==> src/rtl/seq_mult16.sv <==
// seq_mult16: iterative unsigned shift-add multiplier.
// Takes WIDTH RUN cycles per operation and returns the full 2*WIDTH-bit
// product, a saturated WIDTH-bit product and an overflow flag.
// Valid/ready handshakes on both sides; only one operation is in flight.
module seq_mult16 #(
  parameter int WIDTH = 16,
  parameter int CNT_W = 5
) (
  input  logic                 clk,
  input  logic                 rst,
  input  logic                 in_valid,
  output logic                 in_ready,
  input  logic [WIDTH-1:0]     a,
  input  logic [WIDTH-1:0]     b,
  output logic                 out_valid,
  input  logic                 out_ready,
  output logic [2*WIDTH-1:0]   product,
  output logic [WIDTH-1:0]     product_sat,
  output logic                 overflow
);

  typedef enum logic [1:0] {
    IDLE = 2'd0,
    RUN  = 2'd1,
    DONE = 2'd2
  } state_t;

  state_t               r_state;
  logic [2*WIDTH-1:0]   r_mcand;
  logic [2*WIDTH-1:0]   r_acc;
  logic [WIDTH-1:0]     r_mplier;
  logic [CNT_W-1:0]     r_cnt;
  logic                 r_in_ready;
  logic                 r_out_valid;
  logic [2*WIDTH-1:0]   r_product;
  logic [WIDTH-1:0]     r_product_sat;
  logic                 r_overflow;

  logic [2*WIDTH-1:0]   w_acc_next;
  logic                 w_last;
  logic                 w_ovf_next;
  logic [WIDTH-1:0]     w_sat_next;

  // Next accumulator value for the current iteration and result decode
  always_comb begin
    w_acc_next = r_mplier[0] ? (r_acc + r_mcand) : r_acc;
    w_last     = (r_cnt == CNT_W'(WIDTH - 1));
    w_ovf_next = |w_acc_next[2*WIDTH-1:WIDTH];
    w_sat_next = w_ovf_next ? '1 : w_acc_next[WIDTH-1:0];
  end

  // Control FSM, datapath iteration and registered handshake/result outputs
  always_ff @(posedge clk) begin
    if (rst) begin
      r_state       <= IDLE;
      r_mcand       <= '0;
      r_acc         <= '0;
      r_mplier      <= '0;
      r_cnt         <= '0;
      r_in_ready    <= 1'b1;
      r_out_valid   <= 1'b0;
      r_product     <= '0;
      r_product_sat <= '0;
      r_overflow    <= 1'b0;
    end else begin
      case (r_state)
        IDLE: begin
          if (in_valid && r_in_ready) begin
            r_mcand    <= {{WIDTH{1'b0}}, a};
            r_mplier   <= b;
            r_acc      <= '0;
            r_cnt      <= '0;
            r_in_ready <= 1'b0;
            r_state    <= RUN;
          end
        end
        RUN: begin
          r_acc    <= w_acc_next;
          r_mcand  <= r_mcand << 1;
          r_mplier <= r_mplier >> 1;
          r_cnt    <= r_cnt + CNT_W'(1);
          // Result registers load on the final iteration so they are
          // already valid in the first DONE cycle.
          if (w_last) begin
            r_state       <= DONE;
            r_out_valid   <= 1'b1;
            r_product     <= w_acc_next;
            r_product_sat <= w_sat_next;
            r_overflow    <= w_ovf_next;
          end
        end
        DONE: begin
          if (out_ready) begin
            r_state     <= IDLE;
            r_out_valid <= 1'b0;
            r_in_ready  <= 1'b1;
          end
        end
        default: begin
          r_state     <= IDLE;
          r_out_valid <= 1'b0;
          r_in_ready  <= 1'b1;
        end
      endcase
    end
  end

  assign in_ready    = r_in_ready;
  assign out_valid   = r_out_valid;
  assign product     = r_product;
  assign product_sat = r_product_sat;
  assign overflow    = r_overflow;

endmodule

==> config.mk <==
export PLATFORM = sky130hd
export DESIGN_NAME = seq_mult16
export DESIGN_NICKNAME = d
export VERILOG_FILES = /design/src/rtl/seq_mult16.sv
export SDC_FILE = /design/constraint.sdc
export NUM_CORES = 1
export LEC_CHECK = 0
export BUFFER_PORTS_ARGS = -buffer_cell sky130_fd_sc_hd__clkbuf_2
export CORE_MARGIN = 1
export CORE_UTILIZATION = 37
export DETAILED_ROUTE_END_ITERATION = 7
export HOLD_SLACK_MARGIN = 0.15
export PLACE_DENSITY = 0.51
export SETUP_SLACK_MARGIN = 0.05
export SYNTH_ARGS = -nofsm -noshare
export SYNTH_HDL_FRONTEND = slang
export SYNTH_SLANG_ARGS = --single-unit
==> constraint.sdc <==
create_clock -name clk -period 6.75 [get_ports clk]
set_clock_uncertainty 0.05 [all_clocks]
set_input_delay 0.675 -clock clk [delete_from_list [all_inputs] [get_ports clk]]
set_output_delay 0.675 -clock clk [all_outputs]
set_load 0.02 [all_outputs]
==> results.cfg, run 1 <==
[outcome]
status = finished clean

[global_routing]
grt_util_all_layers_pct = 22.25
antenna_found_initial = 0
grt_max_degree = 88
overflow = 0
grt_pass1_wl_um = 37100
grt_pass1_vias = 6633

[timing]
relSlewSlack_pct = 29.61
worstMarginPinSlew_ns = 1.053
period_minus_slack_ns = 4.145
fin_setup_tns_ns = 0
hold_viol = 0
drv_slew = 0
min_period_over_period_pct = 61.40
fmax_mhz = 241.3
rsz0062_at_grt = false
setup_viol_count_final = 0

[cells_and_area]
syn2layout_area_growth_pct = 14.82
seqCellArea_mm2 = 0.002764
drive_gt1_share_pct = 15.76
stdcell_area_mm2 = 0.008707
fillers = 2113
fin_nets = 1073
multi_input_area_mm2 = 0.004434
antenna_cells = 0

[drt]
finalWirelength_um = 23120
drt_iter0_markers = 464
drcViolationCount = 0
vias = 7226
wl_per_cell_um = 17.99
viasPerCell = 5.623
dr.pass1.iters = 6
antenna_left = 0

[synthesis]
synth_fp_nets = 1028
synth_compound_area_share_pct = 27.26
ys_ff_latch = 138
ys_warn_count = 0
synth_seq_area_share_pct = 36.43
avgSynthCellArea_um2 = 7.916
synth-adder-area-share_pct = 5.709
synth_area_leader_cell = dfxtp_1
synthDistinctLibCells = 70
synthMuxAreaShare_pct = 1.947
synth_top_family_by_area = compound AO/OA/AOI/OAI gates
synth_cells = 958
netlist_top_cells_count = 155 x nor2_1, 138 x dfxtp_1, 86 x nand2_1
async_flop_share_pct = 0
synth_edf_count = 0
syn-cell-area_mm2 = 0.007584
synth_flop_cell = dfxtp_1
yosysMostFrequentCell = nor2_1
synth-simple-area-share_pct = 20.89
synthTopCellsByArea = dfxtp_1 36%, nor2_1 7.7%, ha_1 5.4%, a21oi_1 5.2%, nand2_1 4.3%
synthXorXnorAreaFrac_pct = 2.541
netlist.area_leader.share_pct = 36.43

[clock_tree]
root_buffer = clkbuf_16
post-cts-setup-buffers = 0
cts_buffer_depth = 2
cts.sinks = 138
insertion_delay_ns = 0.43
cts_buffers = 17
cts_tree = built
cts-hold-fix-buffers = 0
clkTransAtPathRegs_ns = 0.06
h-tree-depth = 4
post_cts_resized = 0

[worst_setup_path]
reg2reg_depth = 11
reg2reg_to = product_sat[15]
end_kind = flop
r2r_setup_slack_ns = 2.61
worstPathArrival_ns = 4.40
cp.required_ns = 7.01
crit_fanout = 5
r2r-start = r_mcand[0]
criticalPathCategory = flop to flop
startpoint_type = flop

[pwr]
max-vdd-ir-drop_mv = 0.1306
leakagePower_nw = 3.461
power_w = 0.001999
power_density_mw_per_mm2 = 229.6

[hold_path]
hold_depth = 2
worstHoldPathType = flop to flop
hold_path_end = product[14]
min_from = product[14]

[floorplan]
rows = 52
core_area_mm2 = 0.02017
dieArea_mm2 = 0.02107
pin_count = 87
fp.dieH_um = 145.2
start_util_pct = 37.60
fp.dieW_um = 145.2

[placement]
gp_congestion = 0.8931
io_buffers = 86
dp_hpwl_um = 16370
postPlaceCellArea_mm2 = 0.008157

[run]
max_cap_viol_count = 0
==> logic make-up after synthesis <==
logic type | after synthesis
adder cells (fa/ha/maj) | 34
flip-flops | 138
buffers and inverters | 100
XOR/XNOR | 22
AO/OA/AOI/OAI | 302
multiplexers | 14
AND/OR/NAND/NOR | 348
==> metal layers <==
| metal | vias to the layer above | global-route usage [%] | part of all wire, % |
|---|---|---|---|
| li1 | 3607 | - | - |
| met1 | 3414 | 32.18 | 50 |
| met2 | 187 | 33.75 | 44 |
| met3 | 18 | 4.214 | 4.9 |
| met4 | 0 | 5.526 | 1.1 |
| met5 | - | 0 | 0 |
==> flip-flops by register name (all words and copies together), names as in the netlist, 2 cells and up <==
| signal | count |
|---|---|
| product | 32 |
| r_acc | 32 |
| r_mcand | 32 |
| product_sat | 16 |
| r_mplier | 16 |
| r_cnt | 5 |
| r_state | 2 |
==> report_power, final <==
group,internal (W),switching [W]
Combinational,0.0000797,0.000161
Clock,0.000508,0.000385
Sequential,0.000843,0.0000229
Total,0.00143,0.000569
==> critical path, stage by stage (launching register included) <==
cell	delay, ns
dfxtp_1	0.33
ha_1	0.25
fa_1	0.44
a211oi_2	0.28
o21a_1	0.22
o21ai_1	0.15
a41oi_1	0.45
a211oi_1	0.14
a311oi_1	0.40
or4b_4	0.55
or4_1	0.48
a221o_1	0.29
==> per-stage QoR <==
| step | setup WS, ns | utilization (%) | instances | hold WS [ns] |
|---|---|---|---|---|
| 6_report | 2.605 | 43.17 | 1285 | 0.4036 |
| 5_1_grt | 2.376 | 43.17 | 1285 | 0.4221 |
| 4_1_cts | 2.625 | 43.17 | 1285 | 0.4062 |
| 3_5_place_dp | 2.640 | 40.44 | 1254 | 0.3974 |
| 3_3_place_gp | 2.741 | 40.44 | 1254 | 0.3940 |
| 2_1_floorplan | 3.053 | - | 958 | 0.3972 |
==> placed cells by master, fill, tap and decap left out, types with 4 or more instances in the layout <==
cell        Yosys  final
o221ai_1       10     10
and3_1          4      4
or2_2           9      9
a31oi_1         8      8
a221o_1         4      4
inv_1          30     30
o22ai_1        15     15
xor2_1          8      8
nand2b_1        5      5
a22oi_1        41     41
a221oi_1       18     18
or3_1          11     11
mux2_2          6      6
xnor2_1        14     14
a21o_1         11     11
o21a_1          7      7
ha_1           33     33
a211oi_1       15     15
nor3_1         11     11
o32a_1          4      4
clkinvlp_4      0      4
nor4_1         22     22
buf_4           1     11
mux2i_1         8      8
clkbuf_16       0     17
nor2_1        155    154
o21ai_0        42     42
clkbuf_2        0     85
nand2_1        86     86
nand3_1        11     11
nand4_1        14     14
o211ai_1        8      8
a311oi_1        4      4
a21oi_1        79     79
dfxtp_1       138    137
==> layout make-up <==
type	count	area share, %
inverter	30	1.293
sequential	138	31.74
multi-input combinational	720	50.93
clock buffer	18	4.929
clock inverter	13	1.394
timing repair buffer	96	5.834
tap	270	3.880
==> worst max-delay path by stage <==
stage / startpoint / endpoint / slack, ns / cells past startpoint
after floorplan: r_mcand[0] / product_sat[15] / 3.05 / 11
final: r_mcand[0] / product_sat[15] / 2.61 / 11
after CTS: r_mcand[0] / product_sat[15] / 2.62 / 11
after detailed placement: r_mcand[0] / product_sat[15] / 2.64 / 11
after global routing: r_mcand[0] / product_sat[15] / 2.38 / 11
after global placement: r_mcand[0] / product_sat[15] / 2.74 / 11
(Power assumes the default switching activity.)
==> run 2: changes to the inputs <==
- PLACE_DENSITY: 0.51 -> 0.53
- clock period: 6.75 -> 3.6 ns (I/O delays scaled with it)
==> run 2 against run 1 <==
Against the previous run: the flow now finishes with violations (negative setup slack); largest cell class unchanged; global-route usage is 1.7 points higher; highest routed layer unchanged; cell area is 14% higher; core utilization is 5.9 points higher; sequential share of layout area is 3.7 points lower; register-to-register slack worse by 2.6 ns.
==> results.cfg, run 2 (same netlist as run 1, synthesis figures left out) <==
[outcome]
status = complete, but fails checks
violations = negative setup slack

[cells_and_area]
final_cells = 1395
antenna_cells = 0
mostFrequentLayoutCells = 154 x nor2_1, 127 x dfxtp_1, 112 x buf_4
drive_gt1_share_pct = 27.20
final_core_util_pct = 49.06
syn2layout_area_growth_pct = 30.47
fin_nets = 1182
layout_commonest_cell = nor2_1
fillers = 2036

[floorplan]
rows = 52
start_util_pct = 37.60
fp.dieH_um = 145.2
fp.dieW_um = 145.2
pin_count = 87
core_area_mm2 = 0.02017
dieArea_mm2 = 0.02107

[worst_setup_path]
reg2reg_to = product_sat[15]
end_kind = flop
r2r-start = r_mcand[0]
crit_chain = ha_4 > fa_2 > a211oi_4 > o21a_1 > o21ai_2 > a41oi_2 > a211oi_2 > o32a_1 > or4b_4 > or4_4 > a221o_1
criticalPathCategory = flop to flop
critPathMaxStageDelay_ns = 0.57
slowest_stage = or4b_4
worstPathArrival_ns = 3.87
r2r_setup_slack_ns = -0.004
cp.required_ns = 3.86
startpoint_type = flop
reg2reg_depth = 11
crit_fanout = 3

[timing]
relSlewSlack_pct = 47.55
period_minus_slack_ns = 3.604
hold_viol = 0
fin_setup_tns_ns = -0.004062
fin_ws_ns = -0.004062
worstMarginPinSlew_ns = 0.7867
fmax_mhz = 277.5
drv_slew = 0
setup_viol_count_final = 1
hold_slack_ns = 0.1535
min_period_over_period_pct = 100.1
rsz0062_at_grt = true

[drt]
drcViolationCount = 0
drt_iter0_markers = 558
finalWirelength_um = 25040
antenna_left = 0
wl_per_cell_um = 17.95
dr.pass1.iters = 5
vias = 7755
viasPerCell = 5.559

[global_routing]
grt_pass1_vias = 7373
grt_use_met3_pct = 4.151
grt_pass1_wl_um = 40100
grt_use_met2_pct = 39.54
grt_max_degree = 72
grt_util_all_layers_pct = 23.98
antenna_found_initial = 0
overflow = 0
grt-busiest-layer = met2
gr-usage-met1_pct = 31.13

[hold_path]
hold_path_end = r_mcand[14]
worstHoldPathType = primary input to flop
min_from = a[14]
hold_depth = 3

[clock_tree]
cts_tree = built
cts_buffer_depth = 2
insertion_delay_ns = 0.43
clkTransAtPathRegs_ns = 0.07
cts_buffers = 17
root_buffer = clkbuf_16
cts.sinks = 138
h-tree-depth = 4

[placement]
gp_congestion = 0.9259
placed_cells = 1350
dp_hpwl_um = 18200
io_buffers = 86

[pwr]
max-vdd-ir-drop_mv = 0.3490
leakagePower_nw = 4.032
power_density_mw_per_mm2 = 400.1

[run]
max_cap_viol_count = 0
## run 2: cell count changes in the layout (fill, tap and decap cells not counted), sizes merged
cell         before  now
clkinv            5    3
clkinvlp          4    2
buf              11  116
dlygate4sd3       0    4
inv              33   38
## run 2: what timing repair did
item	4_1_cts	5_1_grt
gates cloned	0	1
hold buffers	4	0
pin swaps	14	4
buffers inserted	3	5
hold endpoints to repair	4	0
gates resized for setup	20	34
endpoints found under the setup margin	2	17
## run 2: layer usage
layer  routed length [um]  up-vias
met5                    0        -
met4                  697        0
met3                  933       36
met2                11820      183
met1                11580     3730
li1                     -     3806
## run 2: layout make-up
type	count	area, um2	share of cell area (%)
well taps	270	337.8	3.414
clock inverters	14	155.1	1.568
repair buffers	205	1378	13.92
inverters	30	112.6	1.138
clock buffers	18	429.2	4.337
flip-flops and latches	138	2776	28.06
multi-input cells	720	4706	47.56
## run 2: how the worst max path moves through the flow
stage	startpoint	end	slack, ns
2_1_floorplan	r_mcand[0]	product_sat[15]	0.02
3_3_place_gp	r_mcand[8]	product_sat[15]	-0.003
3_5_place_dp	r_mcand[8]	product_sat[15]	-0.07
4_1_cts	r_mcand[0]	product_sat[15]	0.06
5_1_grt	r_mcand[0]	product_sat[15]	-0.07
6_report	r_mcand[0]	product_sat[15]	-0.004
## run 2: per-stage QoR
| stage | instance area (um2) | setup WS, ns | total power [W] |
|---|---|---|---|
| floorplan | 7600 | 0.02473 | 0.001975 |
| global route | 9894 | -0.06623 | 0.004122 |
| finish | 9894 | -0.004062 | 0.003959 |
| global placement | 8906 | -0.002715 | 0.002191 |
| CTS | 9667 | 0.06318 | 0.003973 |
| detailed placement | 8906 | -0.06713 | 0.002191 |
## run 2: report_power, final
group | switching [W] | internal [W] | leakage [nW] | total [W]
Combinational | 0.000336 | 0.000235 | 2.62 | 0.000571
Clock | 0.000777 | 0.000983 | 0.282 | 0.00176
Sequential | 0.0000469 | 0.00158 | 1.12 | 0.00163
Total | 0.00116 | 0.00280 | 4.03 | 0.00396
## run 2: critical path: cells and delay by family (launching register included)
family / cells / cell delay (ns)
adders and majority gates: 2 / 0.53
DFF: 1 / 0.34
AOI/OAI and AO/OA: 7 / 1.57
and+or+nand+nor: 2 / 1.00
